$ cat src/rtl/ascii_sum_sequencer.sv
`default_nettype none
// ============================================================================
//  Module      : ascii_sum_sequencer
//  Description : Serial front-end for the two-digit ASCII adder. Parses an
//                "A+B=" character stream into tens/units operand digits,
//                drives them to the adder, captures the three-digit result
//                and streams it back out followed by a carriage return.
//  Ports       : clk, rst          - clock, synchronous active-high reset
//                rx_data/valid/ready - inbound 7-bit ASCII, valid/ready
//                AD, AU, BD, BU    - registered ASCII operand digits
//                YC, YD, YU        - ASCII result digits from the adder
//                tx_data/valid/ready - outbound 7-bit ASCII, valid/ready
//                err               - one-cycle pulse on a syntax error
//  Revision    : 1.0 - initial release
// ============================================================================
module ascii_sum_sequencer (
    input  logic       clk,
    input  logic       rst,
    input  logic [6:0] rx_data,
    input  logic       rx_valid,
    output logic       rx_ready,
    output logic [6:0] AD,
    output logic [6:0] AU,
    output logic [6:0] BD,
    output logic [6:0] BU,
    input  logic [6:0] YC,
    input  logic [6:0] YD,
    input  logic [6:0] YU,
    output logic [6:0] tx_data,
    output logic       tx_valid,
    input  logic       tx_ready,
    output logic       err
);

    localparam logic [6:0] c_ZERO  = 7'h30;
    localparam logic [6:0] c_NINE  = 7'h39;
    localparam logic [6:0] c_PLUS  = 7'h2B;
    localparam logic [6:0] c_EQ    = 7'h3D;
    localparam logic [6:0] c_SPACE = 7'h20;
    localparam logic [6:0] c_CR    = 7'h0D;

    typedef enum logic [2:0] {
        S_A0    = 3'd0,
        S_A1    = 3'd1,
        S_A2    = 3'd2,
        S_B0    = 3'd3,
        S_B1    = 3'd4,
        S_B2    = 3'd5,
        S_LATCH = 3'd6,
        S_SEND  = 3'd7
    } state_t;

    state_t     r_state_q, w_state_d;
    logic [6:0] r_ad_q, w_ad_d, r_au_q, w_au_d;
    logic [6:0] r_bd_q, w_bd_d, r_bu_q, w_bu_d;
    logic [6:0] r_r2_q, w_r2_d, r_r1_q, w_r1_d, r_r0_q, w_r0_d;
    logic [1:0] r_idx_q, w_idx_d;
    logic       r_err_q, w_err_d;

    logic       w_fire;
    logic       w_is_digit;
    logic       w_bad;

    assign rx_ready   = (r_state_q != S_LATCH) && (r_state_q != S_SEND);
    assign tx_valid   = (r_state_q == S_SEND);
    assign w_fire     = rx_valid && rx_ready;
    assign w_is_digit = (rx_data >= c_ZERO) && (rx_data <= c_NINE);

    assign AD  = r_ad_q;
    assign AU  = r_au_q;
    assign BD  = r_bd_q;
    assign BU  = r_bu_q;
    assign err = r_err_q;

    // Output character mux; drives 0x00 whenever nothing is being offered.
    always_comb begin
        tx_data = 7'h00;
        if (r_state_q == S_SEND) begin
            case (r_idx_q)
                2'd0:    tx_data = r_r2_q;
                2'd1:    tx_data = r_r1_q;
                2'd2:    tx_data = r_r0_q;
                default: tx_data = c_CR;
            endcase
        end
    end

    always_comb begin
        w_state_d = r_state_q;
        w_ad_d    = r_ad_q;
        w_au_d    = r_au_q;
        w_bd_d    = r_bd_q;
        w_bu_d    = r_bu_q;
        w_r2_d    = r_r2_q;
        w_r1_d    = r_r1_q;
        w_r0_d    = r_r0_q;
        w_idx_d   = r_idx_q;
        w_err_d   = 1'b0;
        w_bad     = 1'b0;

        // Spaces are consumed without effect in every input state.
        if (w_fire && (rx_data != c_SPACE)) begin
            case (r_state_q)
                S_A0: begin
                    if (w_is_digit) begin
                        w_ad_d    = c_ZERO;
                        w_au_d    = rx_data;
                        w_state_d = S_A1;
                    end else begin
                        w_bad = 1'b1;
                    end
                end
                S_A1: begin
                    if (w_is_digit) begin
                        w_ad_d    = r_au_q;
                        w_au_d    = rx_data;
                        w_state_d = S_A2;
                    end else if (rx_data == c_PLUS) begin
                        w_state_d = S_B0;
                    end else begin
                        w_bad = 1'b1;
                    end
                end
                S_A2: begin
                    if (rx_data == c_PLUS) w_state_d = S_B0;
                    else                   w_bad     = 1'b1;
                end
                S_B0: begin
                    if (w_is_digit) begin
                        w_bd_d    = c_ZERO;
                        w_bu_d    = rx_data;
                        w_state_d = S_B1;
                    end else begin
                        w_bad = 1'b1;
                    end
                end
                S_B1: begin
                    if (w_is_digit) begin
                        w_bd_d    = r_bu_q;
                        w_bu_d    = rx_data;
                        w_state_d = S_B2;
                    end else if (rx_data == c_EQ) begin
                        w_state_d = S_LATCH;
                    end else begin
                        w_bad = 1'b1;
                    end
                end
                S_B2: begin
                    if (rx_data == c_EQ) w_state_d = S_LATCH;
                    else                 w_bad     = 1'b1;
                end
                default: ;
            endcase
        end

        // The adder has had the operands stable since the last B digit,
        // so its result is sampled exactly once here.
        if (r_state_q == S_LATCH) begin
            w_r2_d    = YC;
            w_r1_d    = YD;
            w_r0_d    = YU;
            w_idx_d   = 2'd0;
            w_state_d = S_SEND;
        end

        if ((r_state_q == S_SEND) && tx_ready) begin
            if (r_idx_q == 2'd3) begin
                w_ad_d    = c_ZERO;
                w_au_d    = c_ZERO;
                w_bd_d    = c_ZERO;
                w_bu_d    = c_ZERO;
                w_state_d = S_A0;
            end else begin
                w_idx_d = r_idx_q + 2'd1;
            end
        end

        if (w_bad) begin
            w_ad_d    = c_ZERO;
            w_au_d    = c_ZERO;
            w_bd_d    = c_ZERO;
            w_bu_d    = c_ZERO;
            w_state_d = S_A0;
            w_err_d   = 1'b1;
        end
    end

    always_ff @(posedge clk) begin
        if (rst) begin
            r_state_q <= S_A0;
            r_ad_q    <= c_ZERO;
            r_au_q    <= c_ZERO;
            r_bd_q    <= c_ZERO;
            r_bu_q    <= c_ZERO;
            r_r2_q    <= c_ZERO;
            r_r1_q    <= c_ZERO;
            r_r0_q    <= c_ZERO;
            r_idx_q   <= 2'd0;
            r_err_q   <= 1'b0;
        end else begin
            r_state_q <= w_state_d;
            r_ad_q    <= w_ad_d;
            r_au_q    <= w_au_d;
            r_bd_q    <= w_bd_d;
            r_bu_q    <= w_bu_d;
            r_r2_q    <= w_r2_d;
            r_r1_q    <= w_r1_d;
            r_r0_q    <= w_r0_d;
            r_idx_q   <= w_idx_d;
            r_err_q   <= w_err_d;
        end
    end

endmodule
`default_nettype wire

$ cat config.mk
export PLATFORM = sky130hd
export DESIGN_NAME = ascii_sum_sequencer
export DESIGN_NICKNAME = d
export VERILOG_FILES = /design/src/rtl/ascii_sum_sequencer.sv
export SDC_FILE = /design/constraint.sdc
export NUM_CORES = 1
export LEC_CHECK = 0
export ABC_CLOCK_PERIOD_IN_PS = 3500
export BUFFER_PORTS_ARGS = -buffer_cell sky130_fd_sc_hd__buf_2
export CORE_AREA = 3 3 91 58
export CTS_BUF_LIST = sky130_fd_sc_hd__clkbuf_2 sky130_fd_sc_hd__clkbuf_4 sky130_fd_sc_hd__clkbuf_8
export CTS_CLUSTER_SIZE = 8
export DETAILED_ROUTE_END_ITERATION = 10
export DIE_AREA = 0 0 94 61
export PLACE_DENSITY = 0.86
export SETUP_SLACK_MARGIN = 0.5
export SYNTH_ARGS = -nofsm -noshare
export SYNTH_HDL_FRONTEND = slang
export SYNTH_SLANG_ARGS = --single-unit
$ cat constraint.sdc
create_clock -name clk -period 3.5 [get_ports clk]
set_input_delay 0.7 -clock clk [delete_from_list [all_inputs] [get_ports clk]]
set_output_delay 0.7 -clock clk [all_outputs]
set_load 0.1 [all_outputs]
==> results.yml, run 1 <==
status:
  status: "finished, final reports clean"
timing:
  fmax_ghz: 0.358
  relSlewSlack_pct: 40.0
  min_period_ns: 2.79
  rsz0062_at_grt: "false"
  hold_viol_final: 0
  tightest_slew_ns: 0.894
  finalCritPeriodShare_pct: 79.8
  clock_skew_ns: 0.0102
  setup_viol: 0
  fin_setup_tns_ns: 0
  maxSlewViolCount: 0
clocking:
  cts_tree: "yes"
  clkTransAtPathRegs_ns: 0.10
  ctsHoldBuffers: 0
  post_cts_buffers: 0
  insertion_delay_ns: 0.31
  cts_sinks: 55
  clockRootBuffer: "clkbuf_8"
  cts_made_buffers: 5
  cts_buffer_depth: 2
  htreeDepth: 2
finish:
  finalNetCount: 389
  fin_area_mm2: 0.00310
  syn_to_final_growth_pct: 17.0
  fin_util_pct: 68.5
  drive_above_1_share_pct: 31.2
  antennaDiodeCount: 0
  final_cell_mix: "69 x buf_2, 54 x dfxtp_1, 47 x nand2_1"
  finalNonFillerCells: 416
  final_common_cell: "buf_2"
yosys:
  synth_edf_count: 0
  synthCells: 292
  ys_types: 47
  yosysWarnings: 0
  async_flop_share_pct: 0
  synth-seq-area-share_pct: 41.6
  syn_nets: 329
  syn_avg_cell_area_um2: 9.06
  ys_ff_latch: 55
  syn-cell-area_mm2: 0.00265
  synth_flop_cell: "dfxtp_1"
setup_path:
  crit_path_cell_trace: "nand3_1 > or2_2 > nor2_1 > buf_2"
  critical_path_peak_fanout: 14
  slowest_delay_ns: 0.61
  ff2ff_path_depth: 5
  cp-start-kind: "flip-flop"
  crit_path_top_delay_cell: "dfxtp_1"
  endpoint_kind: "output port"
  critPathKind: "flip-flop to output port"
  crit_required_ns: 2.80
  critPathArrivalTime_ns: 2.09
drt:
  antenna_left: 0
  wl_per_cell_um: 15.5
  drc_errors: 0
  wl_mm: 6.44
  drtPass1Iterations: 5
  avgViaCountPerCell: 5.94
  dr.first_iter.drc_count: 187
  num_vias: 2470
hold_path:
  hp-class: "flip-flop to flip-flop"
  min_path_cells: 2
global_route:
  first_global_vias: 2078
  gr-usage-all-layers_pct: 22.4
  antenna_found_initial: 0
  grt_pass1_wl_mm: 10.2
  grt_max_degree: 27
  grt-ovfl-total: 0
floorplan:
  io_pins: 70
  start_util_pct: 58.6
  num_rows: 19
  die_y_um: 61
  dieArea_mm2: 0.00573
  die_w_um: 94
  fp.coreArea_mm2: 0.00452
place:
  gp_congestion: 0.905
  portBuffers: 69
  dpl.hpwl_mm: 4.58
  dp_cells: 408
  place_area_mm2: 0.00301
flow_run:
  maxCapViolCount: 0
power:
  power_mw: 1.06
  leakage_nw: 1.20
  ir_drop_uv: 223
  p_per_area_mw_per_mm2: 341
sequential cells by signal, summed over array words and instances, names as in the netlist:
signal and cells:
AD 7, AU 7, BD 7, BU 7
err 1, r_idx_q 2, r_r0_q 7, r_r1_q 7
r_r2_q 7, r_state_q 3
critical path, delay by kind of cell (launching register included):
family | cells | cell delay [ns]
buffers and inverters | 1 | 0.43
DFF | 1 | 0.61
and+or+nand+nor | 3 | 0.75
routing by layer:
| metal | global-route usage (%) | share of wire [%] |
|---|---|---|
| met4 | 7.00 | 1.1 |
| met1 | 33.2 | 48 |
| met5 | 4.17 | 0 |
| met3 | 6.32 | 9.1 |
| met2 | 31.1 | 42 |
cell usage after synthesis, drive strengths merged (3+ instances only):
master  number  share of area, %
dfxtp       55                42
nand2       47               6.7
a21oi       24               4.5
a211oi      21               9.2
nor2        12               1.8
a22oi       11               3.1
clkbuf      11               1.6
buf         10               2.3
nor3         9               1.9
o21ai        9               1.7
mux2i        8               3.0
nand3b       8               2.7
a21boi       6               1.7
a31oi        6               1.4
o211ai       6               1.7
ha           5               2.4
inv          5              0.71
a222oi       4               1.5
and2         3              0.71
nand3        3              0.57
nand4b       3              0.99
o32ai        3              0.99
kinds of logic after synthesis:
kind of cell	share of synthesized area, %
AND/OR/NAND/NOR	19.5
AO/OA/AOI/OAI	28.5
buffers and inverters	4.54
multiplexers	3.45
adder cells (fa/ha/maj)	2.37
flip-flops	41.6
timing repair:
item / 4_1_cts / 5_1_grt
endpoints found under the hold margin: 0 / 0
setup endpoints to repair: 0 / 4
resized for setup: 0 / 1
through the flow:
stage | hold slack [ns] | setup slack [ns]
2_1_floorplan | 0.436 | 0.477
3_3_place_gp | 0.444 | 0.923
3_5_place_dp | 0.451 | 0.868
4_1_cts | 0.463 | 0.519
5_1_grt | 0.492 | 0.545
6_report | 0.463 | 0.706
power by group:
part	switching, mW	internal, mW	total [mW]
Sequential	0.00122	0.626	0.628
Combinational	0.0539	0.0258	0.0798
Clock	0.192	0.156	0.349
Total	0.247	0.809	1.06
area by class of cell:
cell class,instances,area [µm²]
multi-input cells,211,1420
clock buffers,7,83.8
repair buffers,74,383
fillers,369,1420
flip-flops and latches,55,1100
well taps,63,78.8
inverters,5,18.8
clock inverters,1,5.00
final timing paths:
check	from	end	slack, ns
setup / recovery	r_state_q[2]	tx_data[6]	0.71
hold / removal	r_r2_q[6]	r_r2_q[6]	0.46
setup reg to reg	r_state_q[2]	BD[2]	1.42
hold reg to reg	r_r2_q[6]	r_r2_q[6]	0.46
Note: power is estimated with default switching activity, not from simulation.
==> run 2, diff against run 1 <==
Settings changed: ABC_CLOCK_PERIOD_IN_PS 3500 to 2800, CORE_AREA 3 3 91 58 to 3 3 95 61, DIE_AREA 0 0 94 61 to 0 0 98 64, PLACE_DENSITY 0.86 to 0.79.
Clock period 3.5 ns to 2.8 ns, I/O delays scaled along.
==> run 2 against run 1 <==
Net effect:
- utilization is 2.6 points lower
- worst hold slack got worse by 0.016 ns
- clock-buffer cell count down 1
- global-route usage fell by 0.63 points
- flip-flop and latch count unchanged
- register-to-register slack lost 0.72 ns
- power is 26% higher
- sequential power increased by 24%
- critical path depth rose by 1
- final area is 6.1% higher
- clock power grew 28%
==> results.yml, run 2 (same netlist as run 1, synthesis figures left out) <==
timing:
  clock_skew_ns: 0.0121
  fin_ws_ns: 0.541
  rsz0062_at_grt: "true"
  min_period_ns: 2.26
  hold_viol_final: 0
  setup_viol: 0
  fmax_ghz: 0.443
  tightest_slew_ns: 0.903
  fin_setup_tns_ns: 0
  holdWs_ns: 0.447
  relSlewSlack_pct: 39.4
  finalCritPeriodShare_pct: 80.7
  maxSlewViolCount: 0
finish:
  final_cell_mix: "62 x buf_2, 51 x dfxtp_1, 47 x nand2_1"
  finalNetCount: 392
  antennaDiodeCount: 0
  syn_to_final_growth_pct: 24.1
  final_common_cell: "buf_2"
  drive_above_1_share_pct: 36.2
  finalNonFillerCells: 422
setup_path:
  crit_path_top_delay_cell: "a222oi_1"
  cp_num_buf_inv: 2
  crit_required_ns: 2.24
  critPathKind: "flip-flop to output port"
  critPathArrivalTime_ns: 1.70
  crit_path_cell_trace: "inv_4 > ha_4 > a222oi_1 > nor2_4 > buf_12"
  critical_path_peak_fanout: 7
  slowest_delay_ns: 0.48
  endpoint_kind: "output port"
  cp_top_family: "compound AO/OA/AOI/OAI gates"
  cp-start-kind: "flip-flop"
global_route:
  first_global_vias: 2328
  grt-ovfl-total: 0
  grt_max_degree: 27
  antenna_found_initial: 0
  gr-usage-all-layers_pct: 21.8
  grt_pass1_wl_mm: 11.2
place:
  pre_cts_slack_ns: 0.478
  portBuffers: 69
  dpl.hpwl_mm: 4.83
  gp_congestion: 0.809
  dp_cells: 412
floorplan:
  io_pins: 70
  dieArea_mm2: 0.00627
  die_w_um: 98
  start_util_pct: 53.1
  die_y_um: 64
  fp.coreArea_mm2: 0.00498
  num_rows: 20
hold_path:
  hp-class: "input port to flip-flop"
power:
  p_per_area_mw_per_mm2: 404
  leakage_nw: 1.23
  ir_drop_uv: 225
  power_mw: 1.33
drt:
  wl_mm: 6.88
  dr.first_iter.drc_count: 218
  drtPass1Iterations: 5
  num_vias: 2474
  wl_per_cell_um: 16.3
  drc_errors: 0
  antenna_left: 0
  avgViaCountPerCell: 5.86
clocking:
  insertion_delay_ns: 0.31
  clkTransAtPathRegs_ns: 0.10
  cts_sinks: 55
  clockRootBuffer: "clkbuf_8"
  cts_made_buffers: 5
  ctsHoldBuffers: 0
  htreeDepth: 2
  cts_buffer_depth: 2
  cts_tree: "yes"
flow_run:
  maxCapViolCount: 0
status:
  status: "finished, final reports clean"
[run 2: layout make-up]
class,instances,area [µm²]
tap,66,82.6
clock inverter,2,12.5
multi-input combinational,211,1500
clock buffer,6,76.3
sequential,55,1120
timing repair buffer,77,477
inverter,5,23.8
fill,409,1700
[run 2: where the power goes]
| part | internal, mW | leakage [nW] | switching (mW) |
|---|---|---|---|
| combinational | 0.0325 | 0.734 | 0.0688 |
| clock | 0.185 | 0.0446 | 0.260 |
| sequential | 0.779 | 0.447 | 0.000789 |
| total | 0.997 | 1.23 | 0.330 |
[run 2: stage by stage]
step                cell area [µm²]  utilization, %
floorplan                      2680               -
global placement               3110            62.5
detailed placement             3110            62.5
CTS                            3240            65.1
global route                   3280            65.9
finish                         3280            65.9
[run 2: tightest hold or removal path: stages]
cell	delay [ns]
buf_2	0.07
nand2_1	0.04
nand3b_1	0.06
[run 2: what timing repair did]
item / CTS / global route
setup endpoints to repair: 8 / 6
pin swaps: 1 / 5
gates cloned: 0 / 0
gates resized for setup: 15 / 8
setup buffers: 0 / 2
[run 2: path summary, 6_finish.rpt]
kind	startpoint	to	slack (ns)	cells past startpoint
max reg2reg	r_state_q[0]	BD[2]	0.70	6
min reg2reg	r_r0_q[6]	r_r0_q[6]	0.46	2
max	r_idx_q[0]	tx_data[5]	0.54	5
min	YU[5]	r_r0_q[5]	0.45	3
[run 2: routing by layer]
metal | wire, µm | share of wire (%) | GRT usage [%] | up-vias
met4 | 109 | 1.6 | 7.25 | 0
met2 | 2940 | 43 | 32.5 | 90
met5 | 0 | 0 | 0 | -
li1 | - | - | - | 1205
met3 | 458 | 6.7 | 4.69 | 14
met1 | 3380 | 49 | 31.3 | 1165
==> run 3, diff against run 2 <==
Settings changed: ABC_AREA set to 1, ABC_CLOCK_PERIOD_IN_PS 2800 to 1900, CORE_AREA 3 3 95 61 to 3 3 98 63, DIE_AREA 0 0 98 64 to 0 0 101 66, PLACE_DENSITY 0.79 to 0.76.
Clock period 2.8 ns to 1.9 ns, I/O delays scaled along.
==> run 3 against run 2 <==
Net effect:
- the flow now finishes with violations (DRC, setup timing)
- worst hold slack worse by 0.18 ns
- synthesized cell count up 18%
- global-route usage is 8.2 points higher
- clock skew down 0.0054 ns
- largest cell class unchanged
- critical path type unchanged
- die area is 6.3% higher
- non-clock buffer count rose by 39
==> results.yml, run 3 <==
status:
  status: "finished with violations"
  violations: "DRC, setup timing"
setup_path:
  crit_path_cell_trace: "nand2_8 > nor2_4 > inv_4 > or2_4 > a31oi_4 > buf_12"
  critPathArrivalTime_ns: 1.67
  cp_top_family: "simple AND/OR/NAND/NOR gates"
  critical_path_peak_fanout: 4
  cp-start-kind: "flip-flop"
  crit_path_top_delay_cell: "dfxtp_4"
  slowest_delay_ns: 0.39
  cp_num_buf_inv: 2
  crit_required_ns: 1.52
  endpoint_kind: "output port"
  critPathKind: "flip-flop to output port"
yosys:
  syn_avg_cell_area_um2: 7.41
  synth_flop_cell: "dfxtp_1"
  ys_ff_latch: 55
  synth_xor_area_share_pct: 0
  synth_top_area_share_pct: 42.9
  synth_adder_area_share_pct: 2.44
  async_flop_share_pct: 0
  synth_top_family_by_area: "simple AND/OR/NAND/NOR gates"
  synth-seq-area-share_pct: 42.9
  synthCells: 346
  ys_types: 29
  synth_area_leaders: "dfxtp_1 43%, nand2_1 10%, nor2_1 8.3%"
  yosysTopAreaCell: "dfxtp_1"
  synth_common_cells: "68 x nand2_1, 57 x nor2_1, 55 x dfxtp_1"
  yosysMostFrequentCell: "nand2_1"
  synth-compound-area-share_pct: 13.4
  syn-cell-area_mm2: 0.00256
  synth_edf_count: 0
  syn_nets: 383
  synth-simple-area-share_pct: 34.8
  yosysWarnings: 0
  synth.area.mux_share_pct: 0
timing:
  hold_viol_final: 0
  holdWs_ns: 0.265
  maxSlewViolCount: 0
  rsz0062_at_grt: "true"
  fin_ws_ns: -0.145
  tightest_slew_ns: 0.484
  min_period_ns: 2.05
  finalCritPeriodShare_pct: 108
  clock_skew_ns: 0.00669
  relSlewSlack_pct: 67.7
  fmax_ghz: 0.489
  setup_viol: 31
drt:
  drtPass1Iterations: 9
  avgViaCountPerCell: 6.04
  wl_mm: 11.8
  num_vias: 3207
  drc_errors: 1
  wl_per_cell_um: 22.1
  antenna_left: 0
  dr.first_iter.drc_count: 418
floorplan:
  start_util_pct: 47.4
  fp.coreArea_mm2: 0.00541
  io_pins: 70
  dieArea_mm2: 0.00667
  die_y_um: 66
  die_w_um: 101
  num_rows: 21
place:
  dpl.hpwl_mm: 5.13
  dp_cells: 480
  portBuffers: 69
  gp_congestion: 0.916
  place_area_mm2: 0.00325
clocking:
  cts_tree: "yes"
  htreeDepth: 2
  cts_buffer_depth: 2
  clkTransAtPathRegs_ns: 0.11
  cts_made_buffers: 5
  cts_sinks: 55
  insertion_delay_ns: 0.32
  ctsHoldBuffers: 0
  clockRootBuffer: "clkbuf_8"
finish:
  finalNonFillerCells: 531
  drive_above_1_share_pct: 53.7
  fin_area_mm2: 0.00440
  fillers: 290
  multi_input_area_mm2: 0.00183
  syn_to_final_growth_pct: 71.6
  fin_util_pct: 81.3
  final_common_cell: "nand2_1"
  antennaDiodeCount: 0
  regArea_mm2: 0.00112
  finalNetCount: 498
  final_cell_mix: "59 x nand2_1, 50 x dfxtp_1, 44 x buf_4"
power:
  p_per_area_mw_per_mm2: 517
  ir_drop_uv: 358
  leakage_nw: 1.82
global_route:
  grt_max_degree: 22
  first_global_vias: 2951
  gr-usage-all-layers_pct: 30.0
  antenna_found_initial: 0
  grt_pass1_wl_mm: 15.3
  grt-ovfl-total: 0
flow_run:
  maxCapViolCount: 0
hold_path:
  hp-class: "input port to flip-flop"
[run 3: cell types whose count changed in the layout (fill, tap and decap cells not counted), moves of 12 or more]
cell,before,now
a211oi_2,17,0
buf_2,62,31
buf_4,8,44
nand2_1,47,59
buf_6,1,23
nor2_2,2,23
nor2_4,3,30
nor2_1,7,28
[run 3: cells by family (layout without fill, tap and decap cells)]
logic type,count (synthesis),in the layout
simple gates,189,190
buf+inv,39,154
fa+ha+maj,5,5
compound gates,58,58
flops,55,55
[run 3: per-stage QoR]
stage	TNS [ns]	setup WS (ns)	power, mW
3_3_place_gp	0	0.0433	1.33
2_1_floorplan	-5.07	-0.653	1.27
4_1_cts	-0.495	-0.111	2.21
3_5_place_dp	-0.0133	-0.0105	1.33
5_1_grt	-3.86	-0.189	2.31
6_report	-1.49	-0.145	2.27
[run 3: report_power, final]
part           total [mW]  internal, mW  switching [mW]
Combinational       0.271         0.115           0.156
Sequential           1.15          1.15         0.00221
Clock               0.851         0.428           0.423
Total                2.27          1.69           0.582
[run 3: path summary, 6_finish.rpt]
check	to	start	cells after the start	slack (ns)
max	tx_data[4]	r_state_q[2]	6	-0.15
min	r_r1_q[4]	YD[4]	3	0.27
max reg2reg	AU[0]	r_state_q[2]	13	-0.05
min reg2reg	r_r0_q[5]	r_r0_q[5]	2	0.47
[run 3: area by class of cell]
type                    instances  area share [%]
multi-input cells             253            41.5
flip-flops and latches         55            25.4
repair buffers                116            25.4
inverters                      28            2.73
well taps                      69            1.96
clock buffers                   6            1.88
clock inverters                 2           0.796
repair inverters                2           0.341
[run 3: metal layers]
metal	routed length (µm)	global-route usage, %	part of all wire [%]	vias up
met4	660	15.3	5.6	0
met5	0	0	0	-
li1	-	-	-	1364
met1	4650	39.1	40	1502
met2	5150	46.6	44	267
met3	1300	7.17	11	74
[run 3: worst min-delay path: cells and delay by family]
| kind | cells | cell delay [ns] |
|---|---|---|
| buf+inv | 1 | 0.08 |
| simple gates | 2 | 0.10 |
[run 3: what timing repair did]
action	in CTS	in global routing
pin swaps	11	11
buffers inserted	26	11
cloned	5	1
endpoints found under the setup margin	71	76
resized for setup	117	68
